**src/rtl/vga_dither_out.sv**
```systemverilog
// Ordered-dither output stage: reduces IN_BITS colour to OUT_BITS DAC pins with a
// 2-stage pipeline. Define VGA_DITHER_TEMPORAL_EN to alternate the pattern each frame.
module vga_dither_out #(
    parameter int unsigned IN_BITS  = 6,
    parameter int unsigned OUT_BITS = 3,
    parameter int unsigned MATRIX   = 4,
    parameter int unsigned SYNC_POL = 0
) (
    input  logic                clk_vga,
    input  logic                reset,
    input  logic                ce_pix,
    input  logic [IN_BITS-1:0]  r_in,
    input  logic [IN_BITS-1:0]  g_in,
    input  logic [IN_BITS-1:0]  b_in,
    input  logic                hsync_in,
    input  logic                vsync_in,
    input  logic                blank_in,
    output logic [OUT_BITS-1:0] r_out,
    output logic [OUT_BITS-1:0] g_out,
    output logic [OUT_BITS-1:0] b_out,
    output logic                hsync_out,
    output logic                vsync_out
);

    localparam int unsigned D   = IN_BITS - OUT_BITS;
    localparam int unsigned CW  = IN_BITS + 1;
    localparam int unsigned SHR = (D <= 4) ? (4 - D) : 0;
    localparam int unsigned SHL = (D > 4) ? (D - 4) : 0;
    localparam logic        ACT = (SYNC_POL != 0);
    localparam logic [CW-1:0] MAXV = CW'((1 << OUT_BITS) - 1);

    logic [1:0]         x;
    logic [1:0]         y;
    logic [1:0]         xe;
    logic               hs_lead;
    logic               vs_lead;
    logic [3:0]         t4;
    logic [3:0]         t2;
    logic [3:0]         t;
    logic [CW-1:0]      th;

    logic [IN_BITS-1:0] r_q;
    logic [IN_BITS-1:0] g_q;
    logic [IN_BITS-1:0] b_q;
    logic [CW-1:0]      th_q;
    logic               blank_q;
    logic               hs_q;
    logic               vs_q;

    // Rounds a channel up by the threshold, drops D bits, clamps to full scale.
    function automatic logic [OUT_BITS-1:0] dither(input logic [IN_BITS-1:0] c,
                                                   input logic [CW-1:0] thr);
        logic [CW-1:0] q;
        q = (CW'(c) + thr) >> D;
        return (q > MAXV) ? OUT_BITS'(MAXV) : OUT_BITS'(q);
    endfunction

`ifdef VGA_DITHER_TEMPORAL_EN
    logic f;

    // Frame parity flips the column pattern on alternate frames.
    always_ff @(posedge clk_vga) begin
        if (reset) begin
            f <= 1'b0;
        end else if (ce_pix && vs_lead) begin
            f <= ~f;
        end
    end

    always_comb begin
        xe = x ^ {f, f};
    end
`else
    always_comb begin
        xe = x;
    end
`endif

    // Sync edges are judged against the stage-1 copy of the previous pixel's sync.
    always_comb begin
        hs_lead = (hsync_in == ACT) && (hs_q != ACT);
        vs_lead = (vsync_in == ACT) && (vs_q != ACT);
    end

    // Threshold lookup and scaling to the number of dropped bits.
    always_comb begin
        t4 = 4'd0;
        case ({y, xe})
            4'd0:  t4 = 4'd0;
            4'd1:  t4 = 4'd8;
            4'd2:  t4 = 4'd2;
            4'd3:  t4 = 4'd10;
            4'd4:  t4 = 4'd12;
            4'd5:  t4 = 4'd4;
            4'd6:  t4 = 4'd14;
            4'd7:  t4 = 4'd6;
            4'd8:  t4 = 4'd3;
            4'd9:  t4 = 4'd11;
            4'd10: t4 = 4'd1;
            4'd11: t4 = 4'd9;
            4'd12: t4 = 4'd15;
            4'd13: t4 = 4'd7;
            4'd14: t4 = 4'd13;
            4'd15: t4 = 4'd5;
            default: t4 = 4'd0;
        endcase
        t2 = 4'd0;
        case ({y[0], xe[0]})
            2'd0:    t2 = 4'd0;
            2'd1:    t2 = 4'd8;
            2'd2:    t2 = 4'd12;
            2'd3:    t2 = 4'd4;
            default: t2 = 4'd0;
        endcase
        t  = (MATRIX == 2) ? t2 : t4;
        th = CW'((32'(t) >> SHR) << SHL);
    end

    // Pixel position within the dither matrix.
    always_ff @(posedge clk_vga) begin
        if (reset) begin
            x <= 2'd0;
            y <= 2'd0;
        end else if (ce_pix) begin
            if (hs_lead) begin
                x <= 2'd0;
            end else if (!blank_in) begin
                x <= 2'(x + 2'd1);
            end
            if (vs_lead) begin
                y <= 2'd0;
            end else if (hs_lead) begin
                y <= 2'(y + 2'd1);
            end
        end
    end

    // Stage 1 captures pixel and threshold; stage 2 produces the DAC values.
    always_ff @(posedge clk_vga) begin
        if (reset) begin
            r_q       <= '0;
            g_q       <= '0;
            b_q       <= '0;
            th_q      <= '0;
            blank_q   <= 1'b0;
            hs_q      <= ~ACT;
            vs_q      <= ~ACT;
            r_out     <= '0;
            g_out     <= '0;
            b_out     <= '0;
            hsync_out <= ~ACT;
            vsync_out <= ~ACT;
        end else if (ce_pix) begin
            r_q       <= r_in;
            g_q       <= g_in;
            b_q       <= b_in;
            th_q      <= th;
            blank_q   <= blank_in;
            hs_q      <= hsync_in;
            vs_q      <= vsync_in;
            r_out     <= blank_q ? '0 : dither(r_q, th_q);
            g_out     <= blank_q ? '0 : dither(g_q, th_q);
            b_out     <= blank_q ? '0 : dither(b_q, th_q);
            hsync_out <= hs_q;
            vsync_out <= vs_q;
        end
    end

endmodule

```
**config.mk**
```make
export PLATFORM = sky130hd
export DESIGN_NAME = vga_dither_out
export DESIGN_NICKNAME = d
export VERILOG_FILES = /design/src/rtl/vga_dither_out.sv
export SDC_FILE = /design/constraint.sdc
export NUM_CORES = 1
export LEC_CHECK = 0
export CAP_MARGIN = 20
export CORE_MARGIN = 4
export CORE_UTILIZATION = 30
export DETAILED_ROUTE_END_ITERATION = 10
export REMOVE_ABC_BUFFERS = 1
export SETUP_SLACK_MARGIN = 0.05
export SYNTH_ARGS = -nofsm -noshare
export SYNTH_HDL_FRONTEND = slang
export SYNTH_SLANG_ARGS = --single-unit
```
**constraint.sdc**
```tcl
create_clock -name clk_vga -period 1.8 [get_ports clk_vga]
set_clock_uncertainty 0.15 [all_clocks]
set_input_delay 0.18 -clock clk_vga [delete_from_list [all_inputs] [get_ports clk_vga]]
set_output_delay 0.18 -clock clk_vga [all_outputs]
set_load 0.01 [all_outputs]
```
# Yosys cells after proc, flatten, opt, wreduce, memory -nomap -nowiden
# Memory sizes are Yosys's and may differ from the RTL's. A register that Yosys moved wholly into a read port is not among the register bits.
# Cells that the tools add are included.
[word_totals]
ff_bits = 36
rom_bits = 64
out_inout_bits = 11
word_cells = 40
n_memories = 1
[mem_list]
columns = ["memory", "depth", "word_bits", "rd", "rd_clocked_by_memory_dff", "wr", "line", "source"]
rows = [
  ["(name not given)", 16, 4, 1, 1, 0, "88", "case ({y, xe})"],
]
[classes]
add_sub_neg = 5
n_lt_le_gt_ge = 3
n_eq_ne = 1
mux = 10
bitwise = 2
reduce_logical = 5
[op_table]
columns = ["op", "count"]
rows = [
  ["adder 6 x 3 -> 7 bit", 3],
  ["two-way mux 3 bit", 6],
  ["greater-than comparator 4 x 3 -> 1 bit, second input constant", 3],
  ["two-way mux 2 bit", 4],
  ["adder 2 x 1 -> 2 bit, second input constant", 2],
  ["AND reduction 2 bit", 2],
  ["logical AND 1 bit", 2],
  ["inequality test 2 x 1 -> 1 bit, second input constant", 1],
  ["inverter 1 bit", 2],
  ["nonzero test 2 bit", 1],
]

# Depth between registers and ports, before layout
# Gate-level depths: netlist of the first run.
[logic_depth]
ltp_word = 4
mapped_depth = 5
mapped_depth_nobuf = 5

# Worst setup path before layout of the first run
# OpenSTA, ideal clock, no wires.
[synth_path]
path_kind = "register -> register"
start = "register th_q[2]"
end = "register b_out[1]"
setup_time_ps = 84
arrival_ps = 1225
required_time_ps = 1566
slack_ps = 341
stages_incl_launch_ff = 6
n_path_buf = 0
cell_sequence = "dfxtp_1 ha_1 a21oi_1 nand2_1 and4b_1 o31ai_2"
[synth_via]
elab_chain_len = 4
[synth_rtl]
columns = ["item", "line", "source"]
rows = [
  ["start, declared", "45", "logic [CW-1:0] th_q;"],
  ["adder 6 x 3 -> 7 bit (*)", "54", "q = (CW'(c) + thr) >> D;"],
  ["greater-than comparator 4 x 3 -> 1 bit", "55", "return (q > MAXV) ? OUT_BITS'(MAXV) : OUT_BITS'(q);"],
  ["two-way mux 3 bit (*)", "55", ""],
  ["two-way mux 3 bit (*)", "163", "b_out <= blank_q ? '0 : dither(b_q, th_q);"],
  ["end signal, assigned", "163", ""],
  ["end, declared", "20", "output logic [OUT_BITS-1:0] b_out,"],
]
# Mark *: on every way between the ends. The rest lies on a longest branch, timed or not.
# A chain may end at the register's enable or synchronous reset.

# Worst setup path in the final report of the first run
# Ends and elaborated chain as after synthesis.

==> summary.log, run 1 <==
[status] result of the run completed
[drt] DRC violation total after the first TritonRoute iteration 77
[layout] summed area of non-filler cells in the final layout 0.002205 mm2
[clocking] H-tree depth 2
[sta] RSZ-0062 raised after global routing no
[synth] number of warnings printed during yosys synthesis 0
[floorplanning] I/O pin cnt 35
[critical_path] Worst Setup Path Type reg2reg
[clocking] Longest Clk Path Bufs 2
[clocking] clock sink count 39
[synth] instance count of the mapped netlist 179
[critical_path] category of cells accounting for the largest share of critical-path delay flip-flops
[hold_path] Hold Path Stages 2
[drt] post-detailed-route count of antenna-violating nets 0
[layout] number of nets in the layout 245
[floorplanning] Initial Util 0.3092
[synth] Seq/Total Area, Yosys 0.4585
[critical_path] start point of the critical path th_q[2]$_SDFFE_PP0P_
[global_routing] Overflow after GRT 0
[global_routing] GRT Total Usage 0.1054
[floorplanning] Die Footprint 0.006946 mm2
[sta] relative slew slack 0.6378
[synth] Yosys top cell by area sky130_fd_sc_hd__dfxtp_1
[synth] fraction of registers with async set/reset 0
[synth] cell area after technology mapping 0.001703 mm2
[clocking] post-cts sizing count 0
[critical_path] critical path endpoint category flop
[synth] mean instance size in the synthesized netlist 9.513 um2
[sta] final max-slew violation count 0
[sta] Fmax achieved 0.6239 GHz
[global_routing] antenna violations before repair 0
[place] Area after DPL 0.002132 mm2
[layout] area growth from synthesis to final layout 29.46%
[sta] count of endpoints failing hold in the final timing report 0
[synth] Top FF cell, synth sky130_fd_sc_hd__dfxtp_1
[critical_path] Worst setup SP type flop
[hold_path] Hold Path Origin ce_pix
[synth] fraction of synthesized cell area taken by the top area cell type 0.4585
[clocking] CTS buffer count 5
[floorplanning] chip height 83.34 um
[hold_path] classification of the worst-slack hold path in2reg
[place] number of cells in the design after placement 280
[drt] routed wire length 3.473 mm
[drt] final routed wire length divided by cell count 12.14 um
[critical_path] Cell Chain, Critical Path ha_1, a21oi_1, nand2_1, and4b_1, o31ai_2
[critical_path] setup slack on the worst flop-to-flop path 0.20 ns
[place] dpl hpwl 2.489 mm
[critical_path] r2r startpoint th_q[2]$_SDFFE_PP0P_
[clocking] cts-stage hold buffer count 0
[power] Power per Cell Area 775.3 mW/mm2
[critical_path] maximum fanout along the worst path 5
[drt] ratio of routed vias to standard cells 4.664
[sta] total negative slack for setup checks 0 ns
[sta] final critical delay including setup and external delays 1.603 ns
[clocking] TritonCTS clock tree done
[sta] worst hold margin 0.09886 ns
[place] GP Congestion 0.7160
[synth] cell types with the largest area share after synthesis sky130_fd_sc_hd__dfxtp_1, sky130_fd_sc_hd__mux2i_1, sky130_fd_sc_hd__nor2_1
[power] static leakage power 0.9101 nW
[flow_run] max-cap violations 0
[power] sum of internal, switching and leakage power 1.709 mW
[drt] number of vias after detailed routing 1,334
[layout] number of diodes added for antenna fixing 0
[place] Placement Setup Slack 0.1587 ns
[sta] final setup fails 0
[floorplanning] Die Wd 83.34 um
[floorplanning] num rows 27
[clocking] clock slew seen by the registers of the worst setup and hold paths 0.07 ns
[drt] DR pass1 iterations 4
[sta] share of the clock period used by the worst path after layout 0.8904
[global_routing] vias in the first global route 1,253
[layout] final core utilization 0.4004
[critical_path] arrival time worst endpoint 1.66 ns
[clocking] clock insertion delay at the later pin of the skew report 0.29 ns
[critical_path] reg2reg end b_out[1]$_SDFFE_PP0P_
[sta] actual transition at the worst max-transition pin 0.5433 ns
[clocking] # Post-CTS Setup Buffers 0
[synth] count of flip-flops with a built-in enable after synthesis 0
[hold_path] capture endpoint of the worst hold path th_q[0]$_SDFFE_PP0P_
[power] VDD IR max 0.2409 mV
[synth] number of distinct library cell variants in the gate-level netlist after synthesis 32
[global_routing] pin count of the biggest net entering global routing 34
[critical_path] Worst Path Required 1.85 ns
[synth] flip-flop and latch count after synthesis 39
[global_routing] first-pass GRT wire length 5.920 mm
[sta] fin worst setup slack 0.1972 ns
[critical_path] Critical-path top delay cell sky130_fd_sc_hd__dfxtp_1
[floorplanning] core footprint 0.005507 mm2
[critical_path] R2R depth 5
[drt] number of design rule violations left after detail routing 0
[place] number of buffer cells added on primary ports 34
[clocking] Root Driver sky130_fd_sc_hd__clkbuf_8
[layout] fin cells 286
[critical_path] buffering stage count on the worst path with inverters included 0
[layout] fraction of final layout cells sized beyond drive strength 1 0.07944
[critical_path] largest stage delay on the critical path 0.40 ns
-- cells by family after synthesis --
kind of cell               share of synthesized area
xor gates and xnor gates                     0.01029
DFF                                           0.4585
adders and majority gates                    0.04408
muxes                                         0.1176
and+or+nand+nor                               0.1925
buffers and inverters                        0.03452
AOI/OAI and AO/OA                             0.1425
-- where the power goes --
part,switching [mW],leakage [nW],internal (mW)
logic,0.102,0.553,0.133
registers,0.0362,0.320,0.909
clock network,0.272,0.0371,0.258
total,0.410,0.910,1.30
-- layout make-up --
cell class,count,area (um2)
clock buffer,6,72.57
fill,553,3302
timing repair buffer,38,390.4
multi-input combinational,129,863.3
sequential,39,780.7
inverter,2,7.507
tap,72,90.09
-- cells in the final DEF, fill, tap and decap left out, types with 2 or more instances in the layout --
cell / n
sky130_fd_sc_hd__nand2_1: 17
sky130_fd_sc_hd__clkbuf_8: 5
sky130_fd_sc_hd__and3_1: 3
sky130_fd_sc_hd__o21ai_0: 8
sky130_fd_sc_hd__ha_1: 6
sky130_fd_sc_hd__o31ai_2: 4
sky130_fd_sc_hd__buf_4: 2
sky130_fd_sc_hd__nor2b_1: 4
sky130_fd_sc_hd__a311oi_1: 2
sky130_fd_sc_hd__nand2b_1: 2
sky130_fd_sc_hd__a211o_1: 4
sky130_fd_sc_hd__mux2i_1: 20
sky130_fd_sc_hd__dfxtp_1: 39
sky130_fd_sc_hd__and4b_1: 3
sky130_fd_sc_hd__buf_12: 2
sky130_fd_sc_hd__clkdlybuf4s50_1: 33
sky130_fd_sc_hd__xnor2_1: 2
sky130_fd_sc_hd__a31oi_1: 3
sky130_fd_sc_hd__and2_1: 2
sky130_fd_sc_hd__a211oi_1: 2
sky130_fd_sc_hd__a21oi_1: 10
sky130_fd_sc_hd__nor2_1: 26
sky130_fd_sc_hd__nand4_1: 4
-- per-layer routing --
layer / up-vias / routed length (um) / GRT usage
li1: 704 / - / -
met1: 600 / 1647 / 0.1325
met2: 25 / 1561 / 0.1618
met3: 5 / 205 / 0.04167
met4: 0 / 59 / 0.04012
met5: - / 0 / 0
-- Yosys cell counts, types with 2 or more instances --
library cell	number
sky130_fd_sc_hd__dfxtp_1	39
sky130_fd_sc_hd__xnor2_1	2
sky130_fd_sc_hd__a211oi_1	2
sky130_fd_sc_hd__and2_1	2
sky130_fd_sc_hd__a31oi_1	3
sky130_fd_sc_hd__a21oi_1	10
sky130_fd_sc_hd__nor2b_1	4
sky130_fd_sc_hd__mux2i_1	20
sky130_fd_sc_hd__clkbuf_1	4
sky130_fd_sc_hd__nand4_1	4
sky130_fd_sc_hd__and4b_1	3
sky130_fd_sc_hd__a211o_1	4
sky130_fd_sc_hd__a311oi_1	2
sky130_fd_sc_hd__o21ai_0	8
sky130_fd_sc_hd__buf_2	2
sky130_fd_sc_hd__o31ai_2	4
sky130_fd_sc_hd__nand2_1	17
sky130_fd_sc_hd__nand2b_1	2
sky130_fd_sc_hd__nor2_1	26
sky130_fd_sc_hd__and3_1	3
sky130_fd_sc_hd__ha_1	6
sky130_fd_sc_hd__buf_4	2
-- how the worst max path moves through the flow --
stage	endpoint	slack [ns]	cells past startpoint
global route	b_out[1]$_SDFFE_PP0P_	0.06	5
CTS	r_out[0]$_SDFFE_PP0P_	0.20	5
global placement	b_out[2]$_SDFFE_PP0P_	0.17	3
detailed placement	g_out[2]$_SDFFE_PP0P_	0.16	3
floorplan	b_out[1]$_SDFFE_PP0P_	0.34	5
finish	b_out[1]$_SDFFE_PP0P_	0.20	5
-- worst reg2reg max path, cell delays in order, from the launching register on --
cell and delay, ns:
sky130_fd_sc_hd__dfxtp_1 0.40, sky130_fd_sc_hd__ha_1 0.27, sky130_fd_sc_hd__a21oi_1 0.15, sky130_fd_sc_hd__nand2_1 0.12, sky130_fd_sc_hd__and4b_1 0.23, sky130_fd_sc_hd__o31ai_2 0.19
-- sequential cells by signal, indices dropped and copies added, names as in the netlist --
| signal | count |
|---|---|
| b_q | 6 |
| g_q | 6 |
| r_q | 6 |
| b_out | 3 |
| g_out | 3 |
| r_out | 3 |
| th_q | 3 |
| x | 2 |
| y | 2 |
| blank_q | 1 |
| hs_q | 1 |
| hsync_out | 1 |
| vs_q | 1 |
| vsync_out | 1 |
Note: power is estimated with default switching activity, not from simulation.
==> run 2, diff against run 1 <==
Settings changed: HOLD_SLACK_MARGIN set to 0.02.
==> results of run 2 <==
Final layout, timing and power as in run 1 (identical DEF).
==> run 3, diff against run 2 <==
Settings changed: CORE_UTILIZATION 30 to 45, PLACE_DENSITY set to 0.72, TNS_END_PERCENT set to 30.
==> summary.log, run 3 (synthesis gave the netlist of run 1 again) <==
[critical_path] maximum fanout along the worst path 5 [unchanged]
[sta] total negative slack for setup checks 0 ns [unchanged]
[layout] fillcell total 322 [-42%]
[floorplanning] Die Footprint 0.004832 mm2 [-30%]
[layout] area growth from synthesis to final layout 28.44%
[sta] final max-slew violation count 0 [unchanged]
[layout] final core utilization 0.5974 [+0.1970]
[power] static leakage power 0.9199 nW [+1.1%]
[floorplanning] core footprint 0.003661 mm2 [-34%]
[power] Power per Cell Area 878.1 mW/mm2 [+13%]
[drt] routed wire length 3.503 mm [+0.86%]
[sta] RSZ-0062 raised after global routing no
[layout] number of diodes added for antenna fixing 0 [unchanged]
[clocking] TritonCTS clock tree done
[clocking] clock sink count 39 [unchanged]
[global_routing] GRT Total Usage 0.1502 [+0.04480]
[global_routing] layer carrying the most global-route usage met2
[clocking] post-cts sizing count 0 [unchanged]
[sta] worst hold margin 0.1866 ns [+0.08772 ns]
[layout] leading cell types in the layout, fill and taps excluded sky130_fd_sc_hd__dfxtp_1, sky130_fd_sc_hd__clkdlybuf4s50_1, sky130_fd_sc_hd__nor2_1, sky130_fd_sc_hd__mux2i_1, sky130_fd_sc_hd__nand2_1
[global_routing] met3 capacity usage during global routing 0.05797 [+0.01630]
[global_routing] first-pass GRT wire length 5.844 mm [-1.3%]
[hold_path] classification of the worst-slack hold path in2reg
[clocking] Root Driver sky130_fd_sc_hd__clkbuf_8
[layout] sequential cell area 780.7 um2 [unchanged]
[sta] actual transition at the worst max-transition pin 0.5308 ns [-0.01250 ns]
[global_routing] pin count of the biggest net entering global routing 28 [-18%]
[global_routing] global-route met2 utilization 0.2744 [+0.1126]
[drt] DRC violation total after the first TritonRoute iteration 48 [-38%]
[global_routing] vias in the first global route 1,335 [+6.5%]
[critical_path] reg2reg end b_out[1]$_SDFFE_PP0P_
[place] number of cells in the design after placement 255 [-8.9%]
[power] sum of internal, switching and leakage power 1.920 mW [+12%]
[place] dpl hpwl 2.673 mm [+7.4%]
[critical_path] Worst Path Required 1.85 ns [about the same]
[global_routing] Overflow after GRT 0 [unchanged]
[clocking] H-tree depth 2 [unchanged]
[sta] final setup fails 0 [unchanged]
[floorplanning] Die Wd 69.52 um [-17%]
[clocking] Longest Clk Path Bufs 2 [unchanged]
[sta] count of endpoints failing hold in the final timing report 0 [unchanged]
[floorplanning] Initial Util 0.4651 [+0.1559]
[place] number of buffer cells added on primary ports 34 [unchanged]
[floorplanning] I/O pin cnt 35 [unchanged]
[critical_path] r2r startpoint th_q[2]$_SDFFE_PP0P_
[drt] DR pass1 iterations 4 [unchanged]
[flow_run] max-cap violations 0 [unchanged]
[critical_path] arrival time worst endpoint 1.68 ns [+0.02 ns]
[layout] fraction of final layout cells sized beyond drive strength 1 0.08837 [+0.008933]
[drt] ratio of routed vias to standard cells 5.213 [+12%]
[clocking] CTS buffer count 5 [unchanged]
[hold_path] Hold Path Stages 3 [+1]
[floorplanning] num rows 22 [-19%]
[layout] fin cells 263 [-8.0%]
[critical_path] critical path endpoint category flop
[global_routing] met1 layer usage reported by global route 0.1522 [+0.01971]
[drt] number of vias after detailed routing 1,371 [+2.8%]
[hold_path] capture endpoint of the worst hold path r_out[2]$_SDFFE_PP0P_
[sta] Fmax achieved 0.6136 GHz [-1.7%]
[drt] post-detailed-route count of antenna-violating nets 0 [unchanged]
[drt] number of design rule violations left after detail routing 0 [unchanged]
[sta] final critical delay including setup and external delays 1.630 ns [+0.02707 ns]
[power] VDD IR max 0.5093 mV [+110%]
[critical_path] Worst Setup Path Type reg2reg
[sta] relative slew slack 0.6448 [+0.007027]
[clocking] # Post-CTS Setup Buffers 0 [unchanged]
[critical_path] setup slack on the worst flop-to-flop path 0.17 ns [-0.03 ns]
[layout] multi-input combinational cell area 863.3 um2 [unchanged]
[clocking] clock slew seen by the registers of the worst setup and hold paths 0.08 ns [about the same]
[clocking] clock insertion delay at the later pin of the skew report 0.29 ns [about the same]
[status] result of the run completed
[sta] share of the clock period used by the worst path after layout 0.9055 [+0.01504]
[layout] top flop regs b_q x6, g_q x6, r_q x6
[place] GP Congestion 0.8294 [+16%]
[hold_path] Hold Path Origin ce_pix
[critical_path] Worst setup SP type flop
[clocking] cts-stage hold buffer count 0 [unchanged]
[layout] number of nets in the layout 244 [-0.41%]
[layout] most common cell after layout, fill and taps aside sky130_fd_sc_hd__dfxtp_1
[critical_path] R2R depth 5 [unchanged]
[floorplanning] chip height 69.52 um [-17%]
[global_routing] antenna violations before repair 0 [unchanged]
[drt] final routed wire length divided by cell count 13.32 um [+9.7%]
-- run 3: how the worst max path moves through the flow --
stage          slack [ns]            startpoint  cells after the start               endpoint
2_1_floorplan        0.34  th_q[2]$_SDFFE_PP0P_                      5  b_out[1]$_SDFFE_PP0P_
3_3_place_gp         0.26                 reset                      3  b_out[2]$_SDFFE_PP0P_
3_5_place_dp         0.18              hsync_in                      5      y[1]$_SDFFE_PP0P_
4_1_cts              0.18  th_q[2]$_SDFFE_PP0P_                      5  b_out[1]$_SDFFE_PP0P_
5_1_grt              0.06  th_q[2]$_SDFFE_PP0P_                      5  b_out[1]$_SDFFE_PP0P_
6_report             0.17  th_q[2]$_SDFFE_PP0P_                      5  b_out[1]$_SDFFE_PP0P_
-- run 3: area by class of cell --
type | count | area share
inverter | 2 | 0.003432
multi-input combinational | 129 | 0.3947
tap | 48 | 0.02746
clock inverter | 2 | 0.01602
sequential | 39 | 0.3570
clock buffer | 6 | 0.03776
timing repair buffer | 37 | 0.1636
-- run 3: layer usage --
layer | vias to the layer above | part of all wire
li1 | 701 | -
met1 | 633 | 0.43
met2 | 30 | 0.51
met3 | 7 | 0.049
met4 | 0 | 0.016
met5 | - | 0
-- run 3: critical path, stage by stage (launching register included) --
cell,delay (ns)
sky130_fd_sc_hd__dfxtp_1,0.40
sky130_fd_sc_hd__ha_1,0.27
sky130_fd_sc_hd__a21oi_1,0.15
sky130_fd_sc_hd__nand2_1,0.12
sky130_fd_sc_hd__and4b_1,0.24
sky130_fd_sc_hd__o31ai_2,0.22
-- run 3: report_power, final --
part	internal, mW	switching, mW
Clock	0.448	0.299
Sequential	0.908	0.0374
Combinational	0.126	0.103
-- run 3: through the flow --
stage               instance area [um2]  worst slack [ns]
floorplan                          1652            0.3403
global placement                   2069            0.2615
detailed placement                 2069            0.1785
CTS                                2187            0.1774
global route                       2187           0.05978
finish                             2187            0.1701
